--- src/rtl/riscv_test_monitor.sv ---
// Checkpoint monitor for a RISC-V core under test: compares OUTPUT_PORT against a
// loaded table of (retired-count, answer) pairs and reports PASS/FAIL/TIMEOUT.
module riscv_test_monitor #(
   parameter int unsigned NUM_TEST     = 17,
   parameter int unsigned IDX_W        = 5,
   parameter int unsigned DW           = 32,
   parameter int unsigned TIMEOUT      = 1000000,
   parameter int unsigned STOP_ON_FAIL = 1
) (
   input  logic             CLK,
   input  logic             RSTn,
   input  logic             LD_EN,
   input  logic [IDX_W-1:0] LD_IDX,
   input  logic [DW-1:0]    LD_NUM,
   input  logic [DW-1:0]    LD_ANS,
   input  logic             START,
   input  logic [DW-1:0]    NUM_INST,
   input  logic [DW-1:0]    OUTPUT_PORT,
   input  logic             HALT,
   output logic [2:0]       STATUS,
   output logic [IDX_W-1:0] FAIL_IDX,
   output logic [DW-1:0]    FAIL_GOT,
   output logic [IDX_W:0]   PASS_CNT,
   output logic [DW-1:0]    CYCLE_CNT
);
   localparam int unsigned PW = IDX_W + 1;

   typedef enum logic [2:0] {
      S_IDLE    = 3'd0,
      S_RUN     = 3'd1,
      S_PASS    = 3'd2,
      S_FAIL    = 3'd3,
      S_TIMEOUT = 3'd4
   } state_t;

   state_t           state_q, state_d;
   logic [PW-1:0]    ptr_q, ptr_d;
   logic [PW-1:0]    pass_q, pass_d;
   logic [DW-1:0]    cyc_q, cyc_d;
   logic [DW-1:0]    got_q, got_d;
   logic [IDX_W-1:0] fidx_q, fidx_d;
   logic             err_q, err_d;

   logic [DW-1:0] tab_num [NUM_TEST];
   logic [DW-1:0] tab_ans [NUM_TEST];
   logic [DW-1:0] cur_num, cur_ans;
   logic          in_range, hit, skip, mism, good;

   // Checkpoint table: written only while idle, never reset
   always_ff @(posedge CLK) begin
      if (LD_EN && state_q == S_IDLE) begin
         for (int unsigned i = 0; i < NUM_TEST; i++) begin
            if (LD_IDX == IDX_W'(i)) begin
               tab_num[i] <= LD_NUM;
               tab_ans[i] <= LD_ANS;
            end
         end
      end
   end

   // Current checkpoint select and compare
   always_comb begin
      cur_num = '0;
      cur_ans = '0;
      for (int unsigned i = 0; i < NUM_TEST; i++) begin
         if (ptr_q == PW'(i)) begin
            cur_num = tab_num[i];
            cur_ans = tab_ans[i];
         end
      end
      in_range = ptr_q < PW'(NUM_TEST);
      hit      = in_range && (NUM_INST == cur_num);
      skip     = in_range && (NUM_INST > cur_num);
      mism     = skip || (hit && OUTPUT_PORT != cur_ans);
      good     = hit && !mism;
   end

   always_ff @(posedge CLK or negedge RSTn) begin
      if (!RSTn) begin
         state_q <= S_IDLE;
         ptr_q   <= '0;
         pass_q  <= '0;
         cyc_q   <= '0;
         got_q   <= '0;
         fidx_q  <= '0;
         err_q   <= 1'b0;
      end else begin
         state_q <= state_d;
         ptr_q   <= ptr_d;
         pass_q  <= pass_d;
         cyc_q   <= cyc_d;
         got_q   <= got_d;
         fidx_q  <= fidx_d;
         err_q   <= err_d;
      end
   end

   // Next state: checkpoint evaluation first, then HALT, then timeout
   always_comb begin
      state_d = state_q;
      ptr_d   = ptr_q;
      pass_d  = pass_q;
      cyc_d   = cyc_q;
      got_d   = got_q;
      fidx_d  = fidx_q;
      err_d   = err_q;
      case (state_q)
         S_IDLE: begin
            if (START) begin
               state_d = S_RUN;
               ptr_d   = '0;
               pass_d  = '0;
               cyc_d   = '0;
               got_d   = '0;
               fidx_d  = '0;
               err_d   = 1'b0;
            end
         end
         S_RUN: begin
            if (hit || skip) ptr_d = ptr_q + PW'(1);
            if (good) pass_d = pass_q + PW'(1);
            if (mism && !err_q) begin
               err_d  = 1'b1;
               fidx_d = IDX_W'(ptr_q);
               got_d  = OUTPUT_PORT;
            end
            if (mism && STOP_ON_FAIL != 0) begin
               state_d = S_FAIL;
            end else if (HALT) begin
               if (!err_d && ptr_d == PW'(NUM_TEST)) begin
                  state_d = S_PASS;
               end else begin
                  state_d = S_FAIL;
                  if (!err_d) begin
                     fidx_d = IDX_W'(ptr_d);
                     got_d  = OUTPUT_PORT;
                  end
               end
            end else if (cyc_q == DW'(TIMEOUT - 1)) begin
               state_d = S_TIMEOUT;
            end
            // Counter freezes on the cycle that leaves RUN
            if (state_d == S_RUN && cyc_q != '1) cyc_d = cyc_q + DW'(1);
         end
         default: ;
      endcase
   end

   assign STATUS    = state_q;
   assign FAIL_IDX  = fidx_q;
   assign FAIL_GOT  = got_q;
   assign PASS_CNT  = pass_q;
   assign CYCLE_CNT = cyc_q;

endmodule

--- config.mk ---
export PLATFORM = sky130hd
export DESIGN_NAME = riscv_test_monitor
export DESIGN_NICKNAME = d
export VERILOG_FILES = /design/src/rtl/riscv_test_monitor.sv
export SDC_FILE = /design/constraint.sdc
export NUM_CORES = 1
export LEC_CHECK = 0
export BUFFER_PORTS_ARGS = -buffer_cell sky130_fd_sc_hd__buf_2
export CAP_MARGIN = 25
export CORE_ASPECT_RATIO = 0.75
export CORE_MARGIN = 2
export CORE_UTILIZATION = 35
export DETAILED_ROUTE_END_ITERATION = 16
export PLACE_DENSITY = 0.47
export SLEW_MARGIN = 20
export SYNTH_ARGS = -nofsm -noshare
export SYNTH_HDL_FRONTEND = slang
export SYNTH_SLANG_ARGS = --single-unit
--- constraint.sdc ---
create_clock -name CLK -period 12.1 [get_ports CLK]
set_clock_uncertainty 0.2 [all_clocks]
set_input_delay 2.42 -clock CLK [delete_from_list [all_inputs] [get_ports CLK]]
set_output_delay 2.42 -clock CLK [all_outputs]
set_load 0.02 [all_outputs]
## Yosys cells after proc, flatten, opt, wreduce, memory -nomap -nowiden

Memory sizes are Yosys's and may differ from the RTL's.
Index checks and enable logic that the tools add are counted.
Widths: inputs -> output; s select.

- Order comparisons: 2
- Multiplexer cells: 214
- Reductions and logical operators: 52
- Equality and inequality tests: 42
- $add $sub $neg: 3

Operators with widths:

| cell | number |
|---|---|
| $mux 32 | 73 |
| $reduce_or 32->1 | 32 |
| $mux 5 | 38 |
| $pmux 32 s2 | 2 |
| $mux 1 | 87 |
| $eq 6x4->1 const B | 8 |
| $eq 5x4->1 const B | 8 |
| $add 32x1->32 const B | 1 |
| $eq 32x20->1 const B | 1 |
| $eq 32x32->1 | 1 |
| $gt 32x32->1 | 1 |
| $ne 32x32->1 | 1 |
| $ne 32x32->1 const B | 1 |
| $eq 6x3->1 const B | 4 |
| $mux 6 | 4 |
| $pmux 6 s2 | 2 |
| $eq 5x3->1 const B | 4 |
| $mux 3 | 5 |
| $add 6x1->6 const B | 2 |
| $eq 6x2->1 const B | 2 |
| $eq 6x5->1 const B | 2 |
| $eq 5x2->1 const B | 2 |
| $pmux 5 s2 | 1 |
| $logic_and 1x1->1 | 8 |
| 16 further kinds | 23 |

- Output and inout bits: 78
- RAM bits: 1088
- Memories kept: 2
- Bits of input ports: 138
- Flip-flop bits (word level): 85

Memories:

| memory | depth | width | read ports | clocked after Yosys merged registers in | write ports | line | text |
|---|---|---|---|---|---|---|---|
| tab_ans | 17 | 32 | 17 | 0 | 1 | 45 | `logic [DW-1:0] tab_ans [NUM_TEST];` |
| tab_num | 17 | 32 | 17 | 0 | 1 | 44 | `logic [DW-1:0] tab_num [NUM_TEST];` |

## Longest topological paths before layout

Gate-level depths: netlist (run 1).

- Word-level depth: 35
- Depth in mapped cells: 34

## Worst setup path after synthesis (run 1)

Ideal clock, no wire load.

- Kind: in2reg
- From: in LD_EN
- To: mem tab_ans[2][0] (netlist: tab_ans[0][64]) (enable)
- Slack: 4.030 ns
- Data arrival time: 7.305 ns
- Path buffers: 0
- Cell stages on the path: 4
- Path through: and3_1 -> nor2b_1 -> nand3b_1 -> nor3_1

- Longest elaborated chain between the ends: 20

RTL lines:

| element | line | text |
|---|---|---|
| start, declared | 12 | `input logic LD_EN,` |
| $logic_and 1x1->1 * | 51 | `if (LD_EN && state_q == S_IDLE) begin` |
| $mux 1 | 51 |  |
| $mux 1 (not written as such) | 55 | `tab_ans[i] <= LD_ANS;` |
| $reduce_or 32->1 (no source line) | - |  |
| $mux 5 (no source line) / $mux 1 (equally long branches) (16 in a row) | - |  |
| end, declared | 45 |  |

Mark *: on every way between the ends. The rest lies on a longest branch, timed or not.

## Worst setup path in the final report (run 1)

- From: reg ptr_q[0]
- To: reg cyc_q[24] (netlist: CYCLE_CNT[24])

- Longest elaborated chain between the ends: 35

RTL lines:

| element | line | text |
|---|---|---|
| start, declared | 37 | `logic [PW-1:0] ptr_q, ptr_d;` |
| start signal, assigned | 89 | `ptr_q <= ptr_d;` |
| parallel branches: the longest is 29 deep, another holds $mux 32 | - |  |
| $mux 3 * | 127 | `if (mism && STOP_ON_FAIL != 0) begin` |
| $mux 3 * | 107 | `case (state_q)` |
| $eq 3x1->1 * | 143 | `if (state_d == S_RUN && cyc_q != '1) cyc_d = cyc_q + DW'(1);` |
| $logic_and 1x1->1 * | 143 |  |
| $ne 2x2->1 (no source line) * | - |  |
| $reduce_and 3->1 (no source line) * | - |  |
| end signal, assigned | 91 | `cyc_q <= cyc_d;` |
| end, declared | 39 | `logic [DW-1:0] cyc_q, cyc_d;` |

Every way passes the cells marked *. The select of a mux whose other input is x is not followed.
A chain may end at the register's enable or synchronous reset.

==> results of run 1 <==
## worst min-delay path by stage
stage                                   startpoint                        to  cells past startpoint  slack, ns
after floorplan                  err_q$_DFFE_PN0P_         err_q$_DFFE_PN0P_                      2       0.37
after global routing      FAIL_GOT[22]$_DFFE_PN0P_  FAIL_GOT[22]$_DFFE_PN0P_                      1       0.31
after CTS                    STATUS[2]$_DFFE_PN0P_     STATUS[2]$_DFFE_PN0P_                      1       0.30
after global placement       STATUS[1]$_DFFE_PN0P_     STATUS[1]$_DFFE_PN0P_                      1       0.27
final                     FAIL_GOT[13]$_DFFE_PN0P_  FAIL_GOT[13]$_DFFE_PN0P_                      1       0.29
after detailed placement  FAIL_GOT[22]$_DFFE_PN0P_  FAIL_GOT[22]$_DFFE_PN0P_                      1       0.28
## power breakdown
| group | switching, mW | total [mW] | internal [mW] |
|---|---|---|---|
| logic | 2.15 | 3.24 | 1.10 |
| registers | 0.0553 | 4.55 | 4.49 |
| clock network | 1.66 | 3.94 | 2.28 |
## critical path, delay by kind of cell (launching register included)
family / cells / cell delay (ns)
and+or+nand+nor: 12 / 4.59
AOI/OAI and AO/OA: 12 / 2.59
buffers and inverters: 2 / 0.76
adders and majority gates: 2 / 0.96
DFF: 1 / 0.52
## flip-flops by register name, summed over array words and instances, names as in the netlist
| signal | cells |
|---|---|
| ptr_q | 6 |
| CYCLE_CNT | 32 |
| err_q | 1 |
| tab_num | 544 |
| PASS_CNT | 6 |
| FAIL_GOT | 32 |
| STATUS | 3 |
| tab_ans | 544 |
| FAIL_IDX | 5 |
## cell families after synthesis
| group | count (synthesis) |
|---|---|
| compound gates | 1037 |
| flops | 1173 |
| buf+inv | 260 |
| mux | 22 |
| simple gates | 794 |
| xor+xnor | 32 |
| fa+ha+maj | 39 |
## per-stage QoR
stage / hold slack, ns / utilization (%) / setup slack (ns) / instance area, um^2 / std cells
finish: 0.291 / 40.9 / 2.33 / 56200 / 5574
global route: 0.307 / 40.9 / 1.86 / 56200 / 5568
CTS: 0.297 / 40.9 / 2.40 / 56200 / 5567
detailed placement: 0.277 / 37.8 / 2.46 / 52100 / 5336
global placement: 0.274 / 37.8 / 2.60 / 52100 / 5336
floorplan: 0.374 / - / 4.03 / 48300 / 3357
## area by class of cell
cell class / instances / area, um^2 / area share (%)
diodes: 7 / 17.5 / 0.0311
clock buffers: 168 / 3500 / 6.22
clock inverters: 63 / 649 / 1.15
inverters: 38 / 143 / 0.254
multi-input cells: 1924 / 12800 / 22.7
flip-flops and latches: 1173 / 34800 / 61.9
well taps: 1860 / 2330 / 4.14
repair buffers: 341 / 2020 / 3.60
## per-layer routing
metal  GRT usage (%)  wire (um)  part of all wire, %  vias to the layer above
met5               0        121                0.064                        -
met4            6.38       4160                  2.2                       18
li1                -          -                    -                    14200
met3            8.32      21900                   12                      277
met2            37.1      78900                   42                     1961
met1            39.1      83900                   44                    17400
## synthesized netlist by cell type, types with 22 or more instances
library cell | instances | area [um^2]
a21oi_1 | 138 | 691
or3_1 | 22 | 138
a221o_1 | 24 | 240
dfrtp_1 | 85 | 2130
a31oi_1 | 49 | 307
buf_1 | 27 | 101
nand3_1 | 54 | 270
a211o_1 | 34 | 298
clkbuf_1 | 144 | 541
a211oi_1 | 31 | 233
a22oi_1 | 61 | 458
and3_1 | 29 | 181
buf_2 | 42 | 210
ha_1 | 39 | 488
nand2_1 | 154 | 578
nor3_1 | 111 | 556
edfxtp_1 | 1088 | 32700
o21ai_0 | 143 | 716
a22o_1 | 51 | 447
o221ai_1 | 56 | 490
o211ai_1 | 34 | 255
nor2_1 | 262 | 983
a221oi_1 | 135 | 1180
nand4_1 | 29 | 181
inv_1 | 37 | 139
o22ai_1 | 92 | 576
==> impl_metrics.env, run 1 <==
export IMPL_ff2ff_path_depth=28
export IMPL_seq_area_frac_synth_pct=72.0
export IMPL_maxCapViolCount=0
export IMPL_clock_sinks=1173
export IMPL_overall_die_height_um=326
export IMPL_layout_drive_gt1_share_pct=16.2
export IMPL_post_synth_inst_count=3357
export IMPL_finalWeightedCongestion=0.897
export IMPL_muxShareOfSynthArea_pct=0.471
export IMPL_worst_setup_path_start_kind="flip-flop"
export IMPL_synth_avg_cell_area_um2=14.4
export IMPL_synth_yosys_warnings=0
export IMPL_grt_max_degree=65
export IMPL_run_status="completed"
export IMPL_routed_wirelength_um=189000
export IMPL_insertion_delay_ns=0.78
export IMPL_dp_final_hpwl_um=116000
export IMPL_timing_hold_worst_class="flip-flop to flip-flop"
export IMPL_finalSetupTns_ns=0
export IMPL_clock_tree_htree_level_count=4
export IMPL_root_buffer_cell="clkbuf_16"
export IMPL_port_buffers=215
export IMPL_syn_cell_area_mm2=0.0483
export IMPL_final_min_clock_period_ns=9.77
export IMPL_final_cell_mix="edfxtp_1 (1088), nor2_1 (237), buf_2 (214), nand2_1 (146), o21ai_0 (143)"
export IMPL_cp_data_required_time_ns=12.58
export IMPL_worstSetupPathType="flip-flop to flip-flop"
export IMPL_slew_violations=0
export IMPL_endpoint_kind="flip-flop"
export IMPL_floorplan_io_pins=216
export IMPL_power_per_cell_area_mw_per_mm2=209
export IMPL_reg2reg_to="CYCLE_CNT[24]$_DFFE_PN0P_"
export IMPL_finalPower_mw=11.7
export IMPL_yosys_area_share_simple_pct=8.12
export IMPL_timing_final_crit_share_pct=80.8
export IMPL_design_core_area_mm2=0.138
export IMPL_die_ar_mm2=0.141
export IMPL_vdd_ir_drop_max_uv=158
export IMPL_rsz_0062_raised_after_global_routing="false"
export IMPL_fraction_of_the_mapped_netlist_area_in_compound_gates_pct=15.6
export IMPL_synth_ff_type="edfxtp_1"
export IMPL_ctsResizeCount=0
export IMPL_gr_usage_all_layers_pct=26.3
export IMPL_syn_num_nets=3534
export IMPL_endpoints_failing_hold=0
export IMPL_grt_antenna_before_repair=28
export IMPL_num_rows=118
export IMPL_finalNetCount=3785
export IMPL_clk_pin_slew_ns=0.06
export IMPL_synth_edf_count=1088
export IMPL_mostFrequentLayoutCell="edfxtp_1"
export IMPL_worst_margin_pin_slew_ns=1.23
export IMPL_max_clock_freq_mhz=102
export IMPL_synth_xor_area_share_pct=0.580
export IMPL_initial_utilization_pct=35.1
export IMPL_flow_area_growth_from_synthesis_pct=16.4
export IMPL_route_detailed_drc=0
export IMPL_timing_critical_path_fanout_max=33
export IMPL_via_count_of_the_first_global_routing_pass=31700
export IMPL_max_slew_margin_pct=18.0
export IMPL_postCtsSetupBuffers=0
export IMPL_drt_wirelength_per_cell_um=33.9
export IMPL_setup_violations_final=0
export IMPL_critical_path_arrival_ns=10.25
export IMPL_globalRouteOverflowTotal=0
export IMPL_largest_family_of_logic_cells_by_synthesized_area="compound AO/OA/AOI/OAI gates"
export IMPL_synth_cell_type_count=96
export IMPL_wire_length_of_the_first_global_routing_pass_um=260000
export IMPL_routed_via_count=33800
export IMPL_ff2ff_setup_slack_ns=2.33
export IMPL_layout_filler_cells=12900
export IMPL_tritoncts="done"
export IMPL_cpPeakStageDelay_ns=0.86
export IMPL_chipWidth_um=433
export IMPL_pre_repair_dr_iteration_count=6
export IMPL_post_synth_fa_ha_maj_area_fraction_pct=1.01
export IMPL_regToRegStartpoint="ptr_q[0]$_DFFE_PN0P_"
export IMPL_cts_max_path_buffers=3
export IMPL_synth_seq_cells=1173
export IMPL_p_leak_nw=18.9
export IMPL_route_antenna_remaining_nets=0
export IMPL_timing_critical_path_to="CYCLE_CNT[24]$_DFFE_PN0P_"
export IMPL_postSynth_asyncResetShare_pct=7.25
export IMPL_setup_worst_path_start="ptr_q[0]$_DFFE_PN0P_"
export IMPL_cp_slowest_cell="nor4_1"
export IMPL_drt_iter0_markers=5012
export IMPL_tritoncts_buffer_count=130
export IMPL_ctsHoldBuffers=0
export IMPL_vias_per_cell=6.07
No activity file was read; power rests on OpenSTA's default activity.
==> inputs of run 2 (changes only) <==
==> constraint.sdc (replaced) <==
create_clock -name CLK -period 9.1 [get_ports CLK]
set_clock_uncertainty 0.2 [all_clocks]
set_input_delay 1.82 -clock CLK [delete_from_list [all_inputs] [get_ports CLK]]
set_output_delay 1.82 -clock CLK [all_outputs]
set_load 0.02 [all_outputs]
==> impl_metrics.env, run 2 (synthesized netlist as in run 1, its figures left out) <==
export IMPL_run_status="completed"
export IMPL_clock_sinks=1173
export IMPL_maxCapViolCount=0
export IMPL_grt_antenna_before_repair=25
export IMPL_grt_max_degree=70
export IMPL_drt_iter0_markers=4648
export IMPL_worstSetupPathType="flip-flop to flip-flop"
export IMPL_max_slew_margin_pct=9.80
export IMPL_route_detailed_drc=0
export IMPL_port_buffers=215
export IMPL_design_core_area_mm2=0.138
export IMPL_pre_repair_dr_iteration_count=5
export IMPL_final_cell_mix="edfxtp_1 (1088), nor2_1 (236), buf_2 (214), buf_4 (152), nand2_1 (147)"
export IMPL_power_switching_share_pct=33.7
export IMPL_setup_violations_final=0
export IMPL_fin_cells=5600
export IMPL_layout_filler_cells=12800
export IMPL_layout_drive_gt1_share_pct=16.9
export IMPL_chipWidth_um=433
export IMPL_p_leak_nw=18.9
export IMPL_ff2ff_path_depth=25
export IMPL_timing_hold_worst_endpoint="FAIL_GOT[17]$_DFFE_PN0P_"
export IMPL_overall_die_height_um=326
export IMPL_wire_length_of_the_first_global_routing_pass_um=263000
export IMPL_clock_network_fraction_of_total_power_pct=31.7
export IMPL_timing_hold_worst_class="flip-flop to flip-flop"
export IMPL_critical_path_arrival_ns=8.72
export IMPL_cp_data_required_time_ns=9.56
export IMPL_finalWeightedCongestion=0.906
export IMPL_mostFrequentLayoutCell="edfxtp_1"
export IMPL_num_rows=118
export IMPL_routed_via_count=34200
export IMPL_worst_margin_pin_slew_ns=1.35
export IMPL_via_count_of_the_first_global_routing_pass=31900
export IMPL_tritoncts="done"
export IMPL_routed_wirelength_um=190000
export IMPL_power_per_cell_area_mw_per_mm2=273
export IMPL_drt_wirelength_per_cell_um=34.0
export IMPL_insertion_delay_ns=0.76
export IMPL_floorplan_io_pins=216
export IMPL_endpoints_failing_hold=0
export IMPL_tritoncts_buffer_count=121
export IMPL_gr_usage_all_layers_pct=26.5
export IMPL_flow_area_growth_from_synthesis_pct=16.4
export IMPL_timing_final_crit_share_pct=90.7
export IMPL_globalRouteOverflowTotal=0
export IMPL_sequentialPowerShare_pct=39.3
export IMPL_vdd_ir_drop_max_uv=141
export IMPL_finalNetCount=3812
export IMPL_regToRegStartpoint="ptr_q[0]$_DFFE_PN0P_"
export IMPL_clk_pin_slew_ns=0.06
export IMPL_biggestRegsByFlops="tab_ans: 544 flops, tab_num: 544 flops"
export IMPL_finalSetupTns_ns=0
export IMPL_clock_tree_htree_level_count=3
export IMPL_power_frac_comb_pct=29.0
export IMPL_timing_critical_path_fanout_max=28
export IMPL_endpoint_kind="flip-flop"
export IMPL_reg2reg_to="CYCLE_CNT[24]$_DFFE_PN0P_"
export IMPL_ff2ff_setup_slack_ns=0.84
export IMPL_cts_max_path_buffers=3
export IMPL_worst_setup_path_start_kind="flip-flop"
export IMPL_final_min_clock_period_ns=8.26
export IMPL_max_clock_freq_mhz=121
export IMPL_vias_per_cell=6.11
export IMPL_ctsHoldBuffers=0
export IMPL_p_int_mw=10.2
export IMPL_worstHoldPathCells=1
export IMPL_placed_cells=5371
export IMPL_root_buffer_cell="clkbuf_16"
export IMPL_postCtsSetupBuffers=0
export IMPL_switching_power_mw=5.18
export IMPL_route_antenna_remaining_nets=0
export IMPL_slew_violations=0
export IMPL_die_ar_mm2=0.141
export IMPL_rsz_0062_raised_after_global_routing="false"
export IMPL_dp_final_hpwl_um=118000
export IMPL_worstHoldStart="FAIL_GOT[17]$_DFFE_PN0P_"
export IMPL_initial_utilization_pct=35.1
export IMPL_ctsResizeCount=0
run 2: stage by stage:
step	power (mW)	utilization [%]	worst slack, ns	hold WS, ns	cell area (um^2)
finish	15.4	40.9	0.842	0.294	56300
global route	15.9	40.9	0.367	0.313	56300
CTS	15.3	40.9	0.820	0.297	56200
detailed placement	10.5	38.1	0.876	0.276	52400
global placement	10.5	38.1	0.916	0.278	52400
floorplan	8.61	-	1.63	0.374	48300
run 2: critical path, stage by stage (launching register included):
cell and delay, ns:
dfrtp_1 0.59, ha_2 0.26, buf_4 0.47, nand3b_1 0.37, nor2_4 0.78, buf_4 0.39, a211oi_1 0.07, o21ai_0 0.21
o21ai_0 0.21, nor2_1 0.16, a2111oi_0 0.08, nor3_1 0.44, ha_1 0.23, nand3b_1 0.10, a21oi_1 0.06, o221ai_1 0.38
a31oi_1 0.21, o21ai_0 0.53, buf_4 0.20, o211a_1 0.21, nand4_1 0.12, or4_1 0.54, o31ai_4 0.29, nand3_1 0.35
or4_1 0.51, a21oi_1 0.16
run 2: power by group through the flow:
stage	registers, mW	logic [mW]	clock network, mW
4_1_cts	6.05	4.37	4.93
3_5_place_dp	6.16	4.35	0
3_3_place_gp	6.16	4.35	0
5_1_grt	6.06	4.72	5.14
2_1_floorplan	6.24	2.37	0
6_report	6.05	4.46	4.87
run 2: cell type report:
type	instances	area (um^2)	share of cell area, %
flip-flops and latches	1173	34800	61.8
clock buffers	155	3230	5.74
repair buffers	377	2440	4.34
inverters	38	143	0.253
multi-input cells	1924	12800	22.7
diodes	4	10.0	0.0178
well taps	1860	2330	4.13
clock inverters	69	567	1.01
run 2: how the worst max path moves through the flow:
stage / start / to / cells past startpoint
final: ptr_q[0]$_DFFE_PN0P_ / CYCLE_CNT[24]$_DFFE_PN0P_ / 25
after global routing: ptr_q[4]$_DFFE_PN0P_ / CYCLE_CNT[24]$_DFFE_PN0P_ / 27
after CTS: ptr_q[4]$_DFFE_PN0P_ / CYCLE_CNT[24]$_DFFE_PN0P_ / 27
after detailed placement: ptr_q[4]$_DFFE_PN0P_ / CYCLE_CNT[24]$_DFFE_PN0P_ / 27
after global placement: ptr_q[4]$_DFFE_PN0P_ / CYCLE_CNT[30]$_DFFE_PN0P_ / 27
after floorplan: LD_EN / tab_ans[0][64]$_DFFE_PP_ / 4
run 2: routing by layer:
layer | routed length, um | track usage [%] | vias to the layer above
met1 | 86700 | 41.0 | 17800
met3 | 20000 | 6.35 | 292
met5 | 168 | 0 | -
met4 | 4390 | 6.08 | 26
met2 | 79000 | 37.2 | 1921
li1 | - | - | 14200
